### src/rtl/vip_stream_pkg.sv
// Shared definitions for the VIP pixel-stream blocks (source now, sinks later).
package vip_stream_pkg;

  localparam int PIX_W = 24;  // {R[23:16], G[15:8], B[7:0]}
  localparam int CNT_W = 11;  // pixel / line counters
  localparam int BLK_W = 8;   // blanking / porch counter

  typedef enum logic [2:0] {
    ST_IDLE   = 3'd0,
    ST_VSYNC  = 3'd1,
    ST_VBACK  = 3'd2,
    ST_LINE   = 3'd3,
    ST_HBLANK = 3'd4,
    ST_VFRONT = 3'd5
  } state_e;

  // Reload value for the shared down-counter: a phase lasts (load + 1)
  // cycles, and a programmed length of 0 still lasts one cycle.
  function automatic logic [BLK_W-1:0] blank_load(input logic [BLK_W-1:0] cyc);
    return (cyc == '0) ? '0 : cyc - BLK_W'(1);
  endfunction

endpackage

### src/rtl/vip_stream_source_if.sv
// Upstream pixel beat channel (FIFO / frame-buffer reader -> stream source).
//
// Handshake: a beat transfers on a rising clk edge where s_valid && s_ready.
// The master holds s_data/s_sof stable while s_valid is high and not yet
// accepted; s_ready may depend combinationally on s_valid/s_sof.
interface vip_stream_source_if;
  import vip_stream_pkg::*;

  logic [PIX_W-1:0] s_data;
  logic             s_sof;
  logic             s_valid;
  logic             s_ready;

  modport master (output s_data, output s_sof, output s_valid, input  s_ready);
  modport slave  (input  s_data, input  s_sof, input  s_valid, output s_ready);

endinterface

### src/rtl/vip_stream_source.sv
// Frame-synchronous video stream transmitter. Pulls pixels over a
// valid/ready channel and emits vsync/href/clken + 24-bit RGB with
// programmable sync gap, back porch, line blanking and front porch.
module vip_stream_source
  import vip_stream_pkg::*;
#(
  parameter logic [CNT_W-1:0] IMG_HDISP = 11'd800,
  parameter logic [CNT_W-1:0] IMG_VDISP = 11'd600,
  parameter logic [BLK_W-1:0] H_BLANK   = 8'd16,
  parameter logic [BLK_W-1:0] VS_CYC    = 8'd8,
  parameter logic [BLK_W-1:0] VB_CYC    = 8'd8,
  parameter logic [BLK_W-1:0] VF_CYC    = 8'd8
) (
  input  logic                 clk,
  input  logic                 rst_n,
  input  logic                 enable,
  vip_stream_source_if.slave   s_if,
  output logic                 post_frame_vsync,
  output logic                 post_frame_href,
  output logic                 post_frame_clken,
  output logic [PIX_W-1:0]     post_img_data,
  output logic                 frame_done,
  output logic                 err_sof,
  output logic                 err_underrun,
  output state_e               dbg_state_o
);

  localparam logic [CNT_W-1:0] H_LAST = IMG_HDISP - CNT_W'(1);
  localparam logic [CNT_W-1:0] V_LAST = IMG_VDISP - CNT_W'(1);

  state_e           state_q;
  logic [BLK_W-1:0] blk_q;
  logic [CNT_W-1:0] hcnt_q;
  logic [CNT_W-1:0] vcnt_q;
  logic             armed_q;
  logic             vsync_q;
  logic             href_q;
  logic             clken_q;
  logic [PIX_W-1:0] data_q;
  logic             done_q;
  logic             err_sof_q;
  logic             err_und_q;

  logic blk_end;
  logic in_line;
  logic line_acc;
  logic flush_ok;
  logic at_origin;

  assign blk_end   = (blk_q == '0);
  assign in_line   = (state_q == ST_LINE);
  assign line_acc  = in_line && s_if.s_valid;
  assign at_origin = (hcnt_q == '0) && (vcnt_q == '0);

  // Before a frame the source drops every beat that is not an SOF, so the
  // first pixel taken in LINE is normally the frame's SOF. armed_q is low
  // for the first cycle after reset so s_ready comes out of reset at 0
  // regardless of what the upstream is presenting.
  assign flush_ok = armed_q && ((state_q == ST_IDLE) || (state_q == ST_VSYNC));

  assign s_if.s_ready = in_line || (flush_ok && s_if.s_valid && !s_if.s_sof);

  assign post_frame_vsync = vsync_q;
  assign post_frame_href  = href_q;
  assign post_frame_clken = clken_q;
  assign post_img_data    = data_q;
  assign frame_done       = done_q;
  assign err_sof          = err_sof_q;
  assign err_underrun     = err_und_q;
  assign dbg_state_o      = state_q;

  // Frame sequencer: state, counters and all registered stream outputs.
  // href/vsync are the state decoded one cycle late, so they line up with
  // the clken/data of the beats accepted in that state. frame_done is
  // registered on the same edge that leaves VFRONT.
  always_ff @(posedge clk) begin
    if (!rst_n) begin
      state_q   <= ST_IDLE;
      blk_q     <= '0;
      hcnt_q    <= '0;
      vcnt_q    <= '0;
      armed_q   <= 1'b0;
      vsync_q   <= 1'b0;
      href_q    <= 1'b0;
      clken_q   <= 1'b0;
      data_q    <= '0;
      done_q    <= 1'b0;
      err_sof_q <= 1'b0;
      err_und_q <= 1'b0;
    end else begin
      armed_q <= 1'b1;
      href_q  <= in_line;
      vsync_q <= (state_q == ST_VBACK) || in_line || (state_q == ST_HBLANK);
      clken_q <= line_acc;
      done_q  <= 1'b0;

      if (line_acc) begin
        data_q <= s_if.s_data;
      end
      // A misplaced SOF is only flagged; the pixel is still emitted.
      if (line_acc && s_if.s_sof && !at_origin) begin
        err_sof_q <= 1'b1;
      end
      if (in_line && !s_if.s_valid) begin
        err_und_q <= 1'b1;
      end

      case (state_q)
        ST_IDLE: begin
          if (enable) begin
            state_q <= ST_VSYNC;
            blk_q   <= blank_load(VS_CYC);
          end
        end
        ST_VSYNC: begin
          if (blk_end) begin
            state_q <= ST_VBACK;
            blk_q   <= blank_load(VB_CYC);
          end else begin
            blk_q <= blk_q - BLK_W'(1);
          end
        end
        ST_VBACK: begin
          if (blk_end) begin
            state_q <= ST_LINE;
            hcnt_q  <= '0;
            vcnt_q  <= '0;
          end else begin
            blk_q <= blk_q - BLK_W'(1);
          end
        end
        ST_LINE: begin
          if (line_acc) begin
            if (hcnt_q == H_LAST) begin
              state_q <= ST_HBLANK;
              hcnt_q  <= '0;
              blk_q   <= blank_load(H_BLANK);
            end else begin
              hcnt_q <= hcnt_q + CNT_W'(1);
            end
          end
        end
        ST_HBLANK: begin
          if (blk_end) begin
            if (vcnt_q == V_LAST) begin
              state_q <= ST_VFRONT;
              blk_q   <= blank_load(VF_CYC);
            end else begin
              state_q <= ST_LINE;
              vcnt_q  <= vcnt_q + CNT_W'(1);
            end
          end else begin
            blk_q <= blk_q - BLK_W'(1);
          end
        end
        ST_VFRONT: begin
          if (blk_end) begin
            done_q <= 1'b1;
            if (enable) begin
              state_q <= ST_VSYNC;
              blk_q   <= blank_load(VS_CYC);
            end else begin
              state_q <= ST_IDLE;
            end
          end else begin
            blk_q <= blk_q - BLK_W'(1);
          end
        end
        default: begin
          state_q <= ST_IDLE;
        end
      endcase
    end
  end

endmodule

### src/flat_wrapper.sv
// flat-port wrapper written by rule: the top's interface ports become plain ports
module vip_stream_source_flat import vip_stream_pkg::*;
#(
  parameter logic [CNT_W-1:0] IMG_HDISP = 11'd800,
  parameter logic [CNT_W-1:0] IMG_VDISP = 11'd600,
  parameter logic [BLK_W-1:0] H_BLANK   = 8'd16,
  parameter logic [BLK_W-1:0] VS_CYC    = 8'd8,
  parameter logic [BLK_W-1:0] VB_CYC    = 8'd8,
  parameter logic [BLK_W-1:0] VF_CYC    = 8'd8
)
  (clk, rst_n, enable, post_frame_vsync, post_frame_href, post_frame_clken, post_img_data, frame_done, err_sof, err_underrun, dbg_state_o, s_if_s_data, s_if_s_sof, s_if_s_valid, s_if_s_ready);
  vip_stream_source_if s_if_i ();
  input  logic clk;
  input  logic rst_n;
  input  logic enable;
  output logic post_frame_vsync;
  output logic post_frame_href;
  output logic post_frame_clken;
  output logic [PIX_W-1:0] post_img_data;
  output logic frame_done;
  output logic err_sof;
  output logic err_underrun;
  output state_e dbg_state_o;
  input wire logic [$bits(s_if_i.s_data)-1:0] s_if_s_data;
  input wire logic [$bits(s_if_i.s_sof)-1:0] s_if_s_sof;
  input wire logic [$bits(s_if_i.s_valid)-1:0] s_if_s_valid;
  output wire logic [$bits(s_if_i.s_ready)-1:0] s_if_s_ready;
  assign s_if_i.s_data = s_if_s_data;
  assign s_if_i.s_sof = s_if_s_sof;
  assign s_if_i.s_valid = s_if_s_valid;
  assign s_if_s_ready = s_if_i.s_ready;
  vip_stream_source #(.IMG_HDISP(IMG_HDISP), .IMG_VDISP(IMG_VDISP), .H_BLANK(H_BLANK), .VS_CYC(VS_CYC), .VB_CYC(VB_CYC), .VF_CYC(VF_CYC)) u_core (.clk(clk), .rst_n(rst_n), .enable(enable), .s_if(s_if_i), .post_frame_vsync(post_frame_vsync), .post_frame_href(post_frame_href), .post_frame_clken(post_frame_clken), .post_img_data(post_img_data), .frame_done(frame_done), .err_sof(err_sof), .err_underrun(err_underrun), .dbg_state_o(dbg_state_o));
endmodule
### config.mk
export PLATFORM = sky130hd
export DESIGN_NAME = vip_stream_source_flat
export DESIGN_NICKNAME = d
export VERILOG_FILES = /design/src/rtl/vip_stream_pkg.sv /design/src/rtl/vip_stream_source_if.sv /design/src/rtl/vip_stream_source.sv /design/src/flat_wrapper.sv
export SDC_FILE = /design/constraint.sdc
export NUM_CORES = 1
export LEC_CHECK = 0
export BUFFER_PORTS_ARGS = -buffer_cell sky130_fd_sc_hd__buf_2
export CORE_MARGIN = 3
export CORE_UTILIZATION = 59
export DETAILED_ROUTE_END_ITERATION = 10
export MAX_ROUTING_LAYER = met4
export PLACE_DENSITY = 0.91
export SYNTH_ARGS = -nofsm -noshare
export SYNTH_HDL_FRONTEND = slang
export SYNTH_SLANG_ARGS = --single-unit
### constraint.sdc
create_clock -name clk -period 3.65 [get_ports clk]
set_input_delay 0.73 -clock clk [delete_from_list [all_inputs] [get_ports clk]]
set_output_delay 0.73 -clock clk [all_outputs]
set_load 0.01 [all_outputs]
==> impl_metrics.env <==
export IMPL_leakage_nw=1.44
export IMPL_design_core_area_um2=4880
export IMPL_finalCritPeriodShare_pct=73.6
export IMPL_slew_violations=0
export IMPL_ys_ff_latch=64
export IMPL_outcome="completed"
export IMPL_ys_seq_area_share_pct=41.6
export IMPL_cts_num_sinks=64
export IMPL_arrival_ns=2.91
export IMPL_start_kind="flop"
export IMPL_clk_pin_slew_ns=0.07
export IMPL_drive_above_1_share_pct=20.0
export IMPL_numCtsBuffers=9
export IMPL_num_vias=2973
export IMPL_track_usage_pct=25.5
export IMPL_die_w_um=78.2
export IMPL_post_route_util_pct=73.3
export IMPL_firstDrtPassIters=5
export IMPL_end_kind="flop"
export IMPL_io_pins=63
export IMPL_preCtsSetupSlack_ns=1.08
export IMPL_final_hold_viol_count=0
export IMPL_die_h_um=78.2
export IMPL_synth_top_cell_by_area="dfxtp_1"
export IMPL_n_antenna_cell=0
export IMPL_fin_nets=484
export IMPL_die_area_um2=6120
export IMPL_clk_latency_ns=0.34
export IMPL_grt_max_degree=27
export IMPL_crit_family="simple AND/OR/NAND/NOR gates"
export IMPL_rsz0062_at_grt="no"
export IMPL_nFillCells=394
export IMPL_period_minus_slack_ns=2.69
export IMPL_path_common_cell="nor2_1"
export IMPL_avgViaCountPerCell=5.71
export IMPL_portBuffers=62
export IMPL_synth_ff_type="dfxtp_1"
export IMPL_finalWorstSetupSlack_ns=0.964
export IMPL_max_freq_mhz=372
export IMPL_dpl_hpwl_um=5260
export IMPL_path_class="flop to flop"
export IMPL_yosysWarnings=0
export IMPL_drc=0
export IMPL_finalSetupViolations=0
export IMPL_maxCapViolations=0
export IMPL_ys_types=50
export IMPL_power_density_nw_per_um2=506
export IMPL_peakVddDrop_mv=0.369
export IMPL_crit_buf_inv=0
export IMPL_fin_skew_ns=0.00636
export IMPL_cts_tree="built"
export IMPL_area_growth_synth_to_final_pct=16.1
export IMPL_cts_buffer_depth=2
export IMPL_hold_path_class="flop to flop"
export IMPL_clock_root_buffer="clkbuf_8"
export IMPL_place_gp_congestion=0.946
export IMPL_start_util_pct=63.1
export IMPL_row_count=25
export IMPL_async_flop_share_pct=0
export IMPL_grt_pass1_wl_um=12000
export IMPL_overflow=0
export IMPL_worst_pin_slew_ns=0.792
export IMPL_grt_pass1_vias=2693
export IMPL_avgSynthCellArea_um2=7.79
export IMPL_post_cts_buffers=0
export IMPL_cts_hold_buf=0
export IMPL_relSlewSlack_pct=47.2
export IMPL_path_cells="or3b_2, o31ai_1, nand4_1, nor2_1, xnor2_1, nor2_1"
export IMPL_slowest_delay_ns=0.76
export IMPL_synthesis_area_um2=3080
export IMPL_setup_tns_ns=0
export IMPL_antenna_found_initial=0
export IMPL_syn_num_nets=430
export IMPL_synthTopCellsByArea="dfxtp_1 (42%), nand2_1 (8.8%), nor2_1 (6.5%)"
export IMPL_cts_resized_gates=0
export IMPL_crit_fanout=24
export IMPL_synth_edff_count=0
export IMPL_final_cell_area_um2=3570
export IMPL_slowest_stage="dfxtp_1"
export IMPL_syn_instance_count=395
export IMPL_critPathRequiredTime_ns=3.87
export IMPL_h_tree_depth=3
export IMPL_netlist_area_leader_share_pct=41.6
export IMPL_drtAntennaViolNets=0
export IMPL_wl_um=7290
export IMPL_wl_per_cell_um=14.0
export IMPL_placed_area_um2=3410
export IMPL_drtIter0Drc=293
export IMPL_whs_ns=0.451
==> logic make-up (layout without fill, tap and decap cells) <==
family	Yosys count	in the layout	synth area share (%)
AO/OA/AOI/OAI	83	83	17.2
buffers and inverters	34	93	4.27
flip-flops	64	64	41.6
multiplexers	1	1	0.366
AND/OR/NAND/NOR	188	188	28.7
XOR/XNOR	19	19	5.41
adder cells (fa/ha/maj)	6	6	2.44
==> per-stage QoR <==
step / power, mW / instances
floorplan: 1.18 / 395
CTS: 1.81 / 521
detailed placement: 1.29 / 505
finish: 1.81 / 521
global route: 1.91 / 521
global placement: 1.27 / 505
==> cell usage after synthesis (all sizes together) (6+ instances only) <==
cell     n
nand2   72
dfxtp   64
nor2    54
a21oi   39
clkbuf  18
nor3    15
o21ai   14
inv     12
nand3   12
xor2    11
xnor2    8
and3     7
nor4     7
ha       6
==> path summary, 6_finish.rpt <==
check,from,end,slack [ns],cells after the start
setup / recovery,u_core.dbg_state_o[1]$_SDFFE_PN0P_,u_core.hcnt_q[10]$_SDFFE_PN0P_,0.96,6
hold / removal,u_core.post_img_data[4]$_SDFFE_PN0P_,u_core.post_img_data[4]$_SDFFE_PN0P_,0.45,2
hold reg to reg,u_core.post_img_data[4]$_SDFFE_PN0P_,u_core.post_img_data[4]$_SDFFE_PN0P_,0.45,2
setup reg to reg,u_core.dbg_state_o[1]$_SDFFE_PN0P_,u_core.hcnt_q[10]$_SDFFE_PN0P_,0.96,6
==> worst register-to-register path: cells and delay by family, from the launching register on <==
family / cells / cell delay (ns)
AO/OA/AOI/OAI: 1 / 0.60
AND/OR/NAND/NOR: 4 / 1.08
XOR/XNOR: 1 / 0.14
flip-flops: 1 / 0.76
==> power breakdown <==
part,leakage (nW),internal (mW),switching [mW]
Clock,0.0834,0.263,0.262
Combinational,0.842,0.189,0.267
Sequential,0.518,0.739,0.0898
==> metal layers <==
metal	track usage (%)	share of wire, %	up-vias
li1	-	-	1478
met1	28.8	41	1360
met2	42.3	50	111
met3	7.00	6.2	24
met4	11.0	2.8	0
met5	-	0	-
==> registers in the layout (all words and copies together), names as in the netlist <==
name                     cells
u_core.post_img_data        24
u_core.hcnt_q               11
u_core.vcnt_q               11
u_core.blk_q                 8
u_core.dbg_state_o           3
u_core.armed_q               1
u_core.err_sof               1
u_core.err_underrun          1
u_core.frame_done            1
u_core.post_frame_clken      1
u_core.post_frame_href       1
u_core.post_frame_vsync      1
==> final cells by class <==
type	instances	area, um2	area share (%)
Tap cell	67	83.8	2.35
Clock inverter	3	17.5	0.490
Timing Repair Buffer	65	333	9.31
Clock buffer	13	149	4.17
Sequential cell	64	1280	35.8
Multi-Input combinational cell	297	1670	46.6
Inverter	12	45.0	1.26
==> cell usage in the layout, fill, tap and decap left out, types with 2 or more instances in the layout <==
cell	n
inv_1	12
nor3_1	15
nor4_1	5
or3b_2	2
dfxtp_1	64
nor3b_1	2
or4_4	2
clkbuf_8	10
nor2_1	53
o22ai_1	2
o21bai_1	2
a211oi_1	5
and3_1	7
a31oi_1	4
or3_1	2
nor4_4	2
nand3_1	12
a21oi_1	39
xor2_1	11
o21ai_0	12
clkinv_2	2
nand2b_1	2
xnor2_1	8
buf_2	62
nand2_1	72
clkbuf_1	3
o31ai_1	2
buf_4	3
nand4_1	5
ha_1	6
a22oi_1	3
o221a_2	2
Note: power is estimated with default switching activity, not from simulation.
